<file path="config.mk">
export PLATFORM = sky130hd
export DESIGN_NAME = rr_bus_arbiter
export DESIGN_NICKNAME = d
export VERILOG_FILES = /design/src/rtl/rr_bus_arbiter.sv
export SDC_FILE = /design/constraint.sdc
export NUM_CORES = 1
export LEC_CHECK = 0
export CAP_MARGIN = 10
export CELL_PAD_IN_SITES_DETAIL_PLACEMENT = 0
export CELL_PAD_IN_SITES_GLOBAL_PLACEMENT = 1
export CORE_AREA = 4 4 65 82
export CTS_CLUSTER_SIZE = 8
export DETAILED_ROUTE_END_ITERATION = 10
export DIE_AREA = 0 0 69 86
export GPL_ROUTABILITY_DRIVEN = 0
export PLACE_DENSITY = 0.78
export SLEW_MARGIN = 20
export SYNTH_ARGS = -nofsm -noshare
export SYNTH_HDL_FRONTEND = slang
export SYNTH_SLANG_ARGS = --single-unit
</file>
<file path="constraint.sdc">
create_clock -name clk -period 4 [get_ports clk]
set_input_delay 0.8 -clock clk [delete_from_list [all_inputs] [get_ports clk]]
set_output_delay 0.8 -clock clk [all_outputs]
set_load 0.02 [all_outputs]
</file>
<file path="src/rtl/rr_bus_arbiter.sv">
// Round-robin arbiter sharing one internal bus among 8 requesters.
// Emits a decoder-ready owner index/enable plus a one-hot grant with a hold limit.
module rr_bus_arbiter #(
   parameter int unsigned HOLD_MAX = 4,
   parameter int unsigned CNT_W    = 4
) (
   input  logic       clk,
   input  logic       rst_n,
   input  logic [7:0] req,
   input  logic       done,
   output logic [2:0] grant_idx,
   output logic       grant_valid,
   output logic [7:0] grant,
   output logic       timeout,
   output logic [2:0] ptr
);

   localparam int unsigned NUM_REQ = 8;
   localparam int unsigned IDX_W   = 3;

   typedef enum logic [1:0] {
      ST_IDLE  = 2'd0,
      ST_GRANT = 2'd1,
      ST_TURN  = 2'd2
   } state_e;

   state_e             state_q, state_d;
   logic [IDX_W-1:0]   ptr_q, ptr_d;
   logic [CNT_W-1:0]   hold_cnt_q, hold_cnt_d;
   logic [IDX_W-1:0]   grant_idx_q, grant_idx_d;
   logic               grant_valid_q, grant_valid_d;
   logic [NUM_REQ-1:0] grant_q, grant_d;
   logic               timeout_q, timeout_d;

   logic               win_found;
   logic [IDX_W-1:0]   win_idx;
   logic [IDX_W-1:0]   cand;
   logic               hold_hit;
   logic               owner_req;

   // First requester at or after ptr, wrapping mod 8.
   always_comb begin
      win_found = 1'b0;
      win_idx   = '0;
      cand      = '0;
      for (int i = 0; i < NUM_REQ; i++) begin
         cand = ptr_q + IDX_W'(i);
         if (!win_found && req[cand]) begin
            win_found = 1'b1;
            win_idx   = cand;
         end
      end
   end

   assign hold_hit  = (hold_cnt_q == CNT_W'(HOLD_MAX));
   assign owner_req = req[grant_idx_q];

   always_comb begin
      state_d       = state_q;
      ptr_d         = ptr_q;
      hold_cnt_d    = hold_cnt_q;
      grant_idx_d   = grant_idx_q;
      grant_valid_d = grant_valid_q;
      grant_d       = grant_q;
      timeout_d     = 1'b0;
      case (state_q)
         ST_IDLE: begin
            if (win_found) begin
               state_d       = ST_GRANT;
               grant_idx_d   = win_idx;
               grant_valid_d = 1'b1;
               grant_d       = NUM_REQ'(1) << win_idx;
               hold_cnt_d    = CNT_W'(1);
            end else begin
               grant_idx_d   = '0;
               grant_valid_d = 1'b0;
               grant_d       = '0;
               hold_cnt_d    = '0;
            end
         end
         ST_GRANT: begin
            // done outranks owner drop, which outranks hold expiry.
            if (done || !owner_req || hold_hit) begin
               state_d       = ST_TURN;
               ptr_d         = grant_idx_q + IDX_W'(1);
               grant_valid_d = 1'b0;
               grant_d       = '0;
               hold_cnt_d    = '0;
               timeout_d     = !done && owner_req && hold_hit;
            end else begin
               hold_cnt_d = hold_cnt_q + CNT_W'(1);
            end
         end
         ST_TURN: begin
            state_d = ST_IDLE;
         end
         default: begin
            state_d       = ST_IDLE;
            grant_valid_d = 1'b0;
            grant_d       = '0;
            hold_cnt_d    = '0;
         end
      endcase
   end

   always_ff @(posedge clk or negedge rst_n) begin
      if (!rst_n) begin
         state_q       <= ST_IDLE;
         ptr_q         <= '0;
         hold_cnt_q    <= '0;
         grant_idx_q   <= '0;
         grant_valid_q <= 1'b0;
         grant_q       <= '0;
         timeout_q     <= 1'b0;
      end else begin
         state_q       <= state_d;
         ptr_q         <= ptr_d;
         hold_cnt_q    <= hold_cnt_d;
         grant_idx_q   <= grant_idx_d;
         grant_valid_q <= grant_valid_d;
         grant_q       <= grant_d;
         timeout_q     <= timeout_d;
      end
   end

   assign grant_idx   = grant_idx_q;
   assign grant_valid = grant_valid_q;
   assign grant       = grant_q;
   assign timeout     = timeout_q;
   assign ptr         = ptr_q;

endmodule
</file>
=== Yosys cells after proc, flatten, opt, wreduce, memory -nomap -nowiden ===
Cells that the tools add are included.

* Logic and storage cells: 105
* Input port bits: 11
* Output and inout bits: 16
* Register bits: 22

* Shift operators: 1
* Equality and inequality tests: 5
* Multiplexer cells: 49
* Bitwise logic cells: 1
* Order comparisons: 9
* Reductions and logical operators: 24
* Add/subtract/negate cells: 9

{| class="wikitable"
|+ Operator list
! cell !! number
|-
| $lt A3 B4 Y1 const B || 9
|-
| $bmux W1 S3 || 9
|-
| $mux W3 || 9
|-
| $pmux W8 S3 || 1
|-
| $mux W1 || 22
|-
| $mux W8 || 2
|-
| $add A3 B3 Y3 const B || 4
|-
| $pmux W4 S3 || 1
|-
| $logic_and A1 B1 Y1 || 9
|-
| $logic_not A1 Y1 || 9
|-
| $shl A1 B3 Y8 const A || 1
|-
| $add A3 B1 Y3 const B || 2
|-
| $add A3 B2 Y3 const B || 2
|-
| $reduce_and A2 Y1 || 3
|-
| $add A4 B1 Y4 const B || 1
|-
| $eq A4 B3 Y1 const B || 1
|-
| $mux W2 || 2
|-
| $mux W4 || 1
|-
| $ne A2 B2 Y1 const B || 2
|-
| $pmux W2 S2 || 1
|-
| $pmux W1 S3 || 1
|-
| $eq A2 B1 Y1 const B || 1
|-
| $eq A2 B2 Y1 const B || 1
|-
| $logic_not A2 Y1 || 1
|-
| other kinds (2) || 3
|}

=== Logic depth before layout (Yosys ltp) ===
* Word-level depth: 27
* Depth in mapped cells: 12
* Mapped depth without buffers: 9

=== Worst setup path before layout ===
No wires, ideal clock.

* Kind: register to register
* Start: register ptr_q[0], in the netlist ptr[0]
* End: register grant_q[5], in the netlist grant[5]
* Slack: 0.632 ns
* Buffers on the path: 3
* Cell stages (with the launch flop): 13
* Period minus slack after synthesis: 3.368 ns
* Data required time: 3.908 ns
* Arrival time: 3.276 ns
* Library setup time: 0.092 ns
* Cell sequence: dfrtp_1 -> buf_6 -> buf_4 -> inv_1 -> ha_1 -> buf_6 -> mux4_2 -> nor4_2 -> nand3_2 -> a211oi_4 -> and3b_1 -> or3_4 -> o31ai_2

* Cells in the longest elaborated chain, start to end: 27
* Elaborated cells between the ends (all ways): 56
* Classes of those cells: add/sub: 7; shift: 1; mux: 34; reduce/logical: 14

{| class="wikitable"
|+ Ends and longest elaborated chain
! element !! line !! RTL
|-
| start: declaration || 28 || <nowiki>logic [IDX_W-1:0] ptr_q, ptr_d;</nowiki>
|-
| start signal: assignment || 117 || <nowiki>ptr_q <= ptr_d;</nowiki>
|-
| branches (longest 25 deep; another with $add A3 B1 Y3) || -- ||
|-
| $mux W8 * || 68 || <nowiki>if (win_found) begin</nowiki>
|-
| $pmux W8 S3 * || 66 || <nowiki>case (state_q)</nowiki>
|-
| end signal: assignment || 121 || <nowiki>grant_q <= grant_d;</nowiki>
|-
| end: declaration || 32 || <nowiki>logic [NUM_REQ-1:0] grant_q, grant_d;</nowiki>
|}

Every way passes the cells marked *. The select of a mux whose other input is x is not followed.
A chain may end at the register's enable or synchronous reset.

=== Worst setup path after layout ===
* Start: input req[1]
* End: register grant_q[1], in the netlist grant[1]

* Cells in the longest elaborated chain, start to end: 27
* Elaborated cells between the ends (all ways): 56
* Classes of those cells: eq/ne: 1; shift: 1; mux: 36; reduce/logical: 18

{| class="wikitable"
|+ Ends and longest elaborated chain
! element !! line !! RTL
|-
| start: declaration || 9 || <nowiki>input logic [7:0] req,</nowiki>
|-
| $bmux W1 S3 || 48 || <nowiki>if (!win_found && req[cand]) begin</nowiki>
|-
| $mux W1 (implied by the code) || 48 ||
|-
| $mux W1 || 48 ||
|-
| $logic_not A1 Y1 || 48 ||
|-
| $logic_and A1 B1 Y1 || 48 ||
|-
| $mux W1 || 48 ||
|-
| $logic_not A1 Y1 || 48 ||
|-
| $logic_and A1 B1 Y1 || 48 ||
|-
| (+11 left out) || -- ||
|-
| $logic_and A1 B1 Y1 || 48 ||
|-
| $mux W1 || 48 ||
|-
| $logic_not A1 Y1 || 48 ||
|-
| $logic_and A1 B1 Y1 || 48 ||
|-
| $mux W3 || 48 ||
|-
| $shl A1 B3 Y8 || 72 || <nowiki>grant_d = NUM_REQ'(1) << win_idx;</nowiki>
|-
| $mux W8 || 68 ||
|-
| $pmux W8 S3 || 66 ||
|}

Parallel ways exist; a longest one is shown, timed or not. The select of a mux whose other input is x is not followed.

==> run summary <==
In the final design database the tool counted 230 nets. The buffers plus inverters on the worst setup path came out at 1. The register clock-pin slew on the reported worst setup and hold paths came out at ~0.08 ns. The share of the clock period used by the worst path is 85.77%. The share of layout cells above drive strength 1 is around 17%.

The count of H-tree levels built during CTS came out at 1. After floorplanning, the core was divided into 28 placement rows. Counting flops and latches in the post-synthesis netlist gives 22. The post-synthesis mux area share came out at 21.97%. The worst max-slew margin expressed relative to the limit came out at 33.21%. The number of iterations in the first detailed-routing pass is 4.

The total of warnings raised by yosys is 0. The post-detailed-routing wire length is roughly 4.4 mm. The final worst-path setup slack came out at ~0.57 ns.

STA puts the critical path data arrival time at about 3.6 ns. The area occupied by multi-input gates is about 1200 µm². Setup repair after global routing left no endpoint under its margin. The pin slew with the least headroom to its limit is between 0.9 and 1 ns. The synthesized netlist devotes approximately 3.3% of its cell area to adder and majority cells.

The share of flip-flops with an asynchronous set or reset came out at 100.0%. The number of global-route vias before repair came out at roughly 1,600. The filler cell count came out at ~470. Averaged over all synthesized cells, the footprint is 9.990 µm². In this run the clock root is driven by a clkbuf_8.

The area share of the largest cell type after synthesis came out at roughly 29%. Once the clock tree was built, the setup fixing pass inserted 0 buffers. Sequential elements use a little under 30% of the synthesized area. The core area came out at 4624 µm². The cell area after synthesis came out at roughly 1900 µm². The number of buffers created by CTS came out at 3. The number of failing hold endpoints at the final stage was 0. The TritonCTS clock tree is built. The worst setup path is captured at a register. The number of pins with negative max-slew slack in the final report came out at 0. The total nets after synthesis came out at ~200. The number of distinct library cells after synthesis is 54. 27 I/O pins were placed. The flow ran to the end, and the final reports show no timing, DRC or antenna violations. The count of cells resized by post-cts repair came out at 0.

The XOR/XNOR share of the synthesized area came out at around 1.9%. The detailed-route wire length per cell is between 15 and 20 µm. The class of the tightest hold or removal check is register to register. In the post-synthesis netlist, the biggest area contributors are dfrtp_1 29%, mux4_2 12%, nand2_1 4.4%, o21ai_0 3.8%, ha_1 3.3%. The growth of design area from synthesis to finish came out at 20.56%. The leakage power total is between 0.0008 and 0.0009 µW. For the worst-skew pair, the clock arrives at the later sink with an insertion delay of 0.26 ns. The total inserted antenna cells is 0. After synthesis, the most frequently instantiated cells are 22 x dfrtp_1, 22 x nand2_1, 14 x o21ai_0.

STA classifies the critical path startpoint as an input port. The number of hold buffers added after CTS was 0. The number of max-capacitance violations reported came out at 0.

The width of the die is between 60 and 70 µm. The worst ir drop on vdd came out at approximately 0.45 mV. On the final layout, the worst clock skew is approximately 0.0046 ns. Setup violations remaining at the end of the flow were counted as 0. The number of synthesized flops with an enable pin is 0.

The number of instances in the synthesized netlist is between 150 and 200. The height of the die came out at ~86 µm. The area fraction in compound gates after synthesis is between 20% and 30%. The largest stage delay on the critical path is between 0.5 and 0.6 ns. The signal on the critical path passes through clkdlybuf4s50_1, mux4_2, mux2i_2, mux2i_1, nor3b_1, o32a_1, o31ai_2, a32o_1. The global routing usage summed across all routing layers came out at 15.39%. The count of unresolved DRC violations after routing came out at 0. The global-route wire length before repair came out at between 7 and 8 mm. The quantity of I/O buffers inserted on ports came out at 26. Across the whole layout, storage elements account for 550.5 µm². For this design the ratio of total power to cell area is 993.6 nW/µm². The cell count after placement came out at approximately 270.

At the placement stage, the worst setup path has a slack of a little over 0.3 ns. The cell type of the slowest stage on the worst timing path is mux4_2. The pin count of the biggest net entering global routing is 25. The initial antenna violation count is 0.

The maximum net fanout on the critical path came out at 6. The via density per instance is 5.758. In the synthesized netlist the dominant register cell turns out to be dfrtp_1. Based on the critical path, the design can be clocked at up to 0.2915 GHz.

Once detail routing completed, the nets flagged for antenna violations numbered 0. The maximum root-to-sink buffer count came out at 2. The clock sink count is 22.

The residual overflow from global routing is 0. The total power after layout is 2238 µW. STA puts the critical path data required time at 4.20 ns.

After layout, the minimum clock period comes to 3.431 ns. dfrtp_1 takes more of the synthesized area than any other cell. The final standard cell utilization of the core came out at about half.

The via count of the routed design came out at between 1,500 and 2,000. The final cell count without fillers is about 270. The post-detailed-placement half-perimeter wirelength came out at around 3.4 mm. After synthesis, the largest family of logic cells by area is multiplexers. The area of the die came out at about 5900 µm². The simple-gate share of the synthesized area is between 10% and 20%. The count of routing violations after the opening detailed-route iteration is 200. The critical setup path kind is input port to register. The accumulated negative setup slack is 0 ns. The kind of cell with the highest combined delay along the critical path is multiplexers. Once the floorplan was initialized, standard cells occupied between 40% and 50% of the core.
[report_power, final]
| part | internal, µW | switching [µW] | leakage (µW) |
|---|---|---|---|
| Clock | 134 | 72.7 | 0.0000357 |
| Combinational | 721 | 932 | 0.000558 |
| Sequential | 304 | 75.1 | 0.000288 |
| Total | 1160 | 1080 | 0.000882 |
[flip-flops by register name (all words and copies together) (netlist names)]
signal / cells
grant_valid: 1
hold_cnt_q: 4
grant_idx: 3
timeout: 1
state_q: 2
grant: 8
ptr: 3
[cells in the final DEF (no fill, tap or decap), drive strengths merged, types with 2 or more instances in the layout]
cell type	n
clkdlybuf4s50	26
nand2	22
dfrtp	22
o21ai	17
mux4	10
inv	9
nor2	9
mux2i	9
o31ai	7
nand3	6
mux2	6
nand3b	5
a21oi	5
ha	5
nor2b	4
nand2b	4
buf	4
nor3	3
xnor2	3
o22ai	3
clkbuf	3
o21a	2
a31oi	2
a22oi	2
a32o	2
or3	2
[worst register-to-register path, delay by kind of cell, from the launching register on]
| family | cells | cell delay (ns) |
|---|---|---|
| buf+inv | 1 | 0.11 |
| mux | 2 | 0.97 |
| compound gates | 4 | 1.10 |
| fa+ha+maj | 1 | 0.53 |
| flops | 1 | 0.35 |
| simple gates | 1 | 0.28 |
[layout make-up]
| type | count | share of cell area (%) |
|---|---|---|
| flip-flops and latches | 22 | 24.44 |
| inverters | 9 | 1.500 |
| clock buffers | 3 | 1.833 |
| clock inverters | 1 | 1.333 |
| repair buffers | 30 | 12.89 |
| multi-input cells | 148 | 54.67 |
| well taps | 60 | 3.333 |
[metal layers]
metal	up-vias	share of wire, %	GRT usage (%)	routed length [µm]
met3	2	2.3	1.758	103
li1	759	-	-	-
met1	785	45	19.68	1990
met4	0	0.34	2.664	15
met2	26	52	28.21	2281
met5	-	0	0	0
[per-stage QoR]
step	cell area [µm²]	hold WS [ns]
3_3_place_gp	2181	0.4722
2_1_floorplan	1868	0.4458
3_5_place_dp	2181	0.4675
5_1_grt	2252	0.4998
4_1_cts	2252	0.4894
6_report	2252	0.4868
[path summary, 6_finish.rpt]
path	startpoint	end	slack, ns	cells past startpoint
max in group asynchronous	rst_n	grant_idx[0]	2.31	1
hold reg to reg	grant_valid	grant_valid	0.49	2
setup reg to reg	ptr[1]	grant[1]	0.62	9
hold / removal	grant_valid	grant_valid	0.49	2
setup / recovery	req[1]	grant[1]	0.57	8
min in group asynchronous	rst_n	grant_idx[2]	1.09	1
[kinds of logic (layout without fill, tap and decap cells)]
family,Yosys count,after routing
XOR/XNOR,4,4
AO/OA/AOI/OAI,52,52
AND/OR/NAND/NOR,62,62
multiplexers,25,25
adder cells (fa/ha/maj),5,5
flip-flops,22,22
buffers and inverters,17,43
No activity file was read; power rests on OpenSTA's default activity.
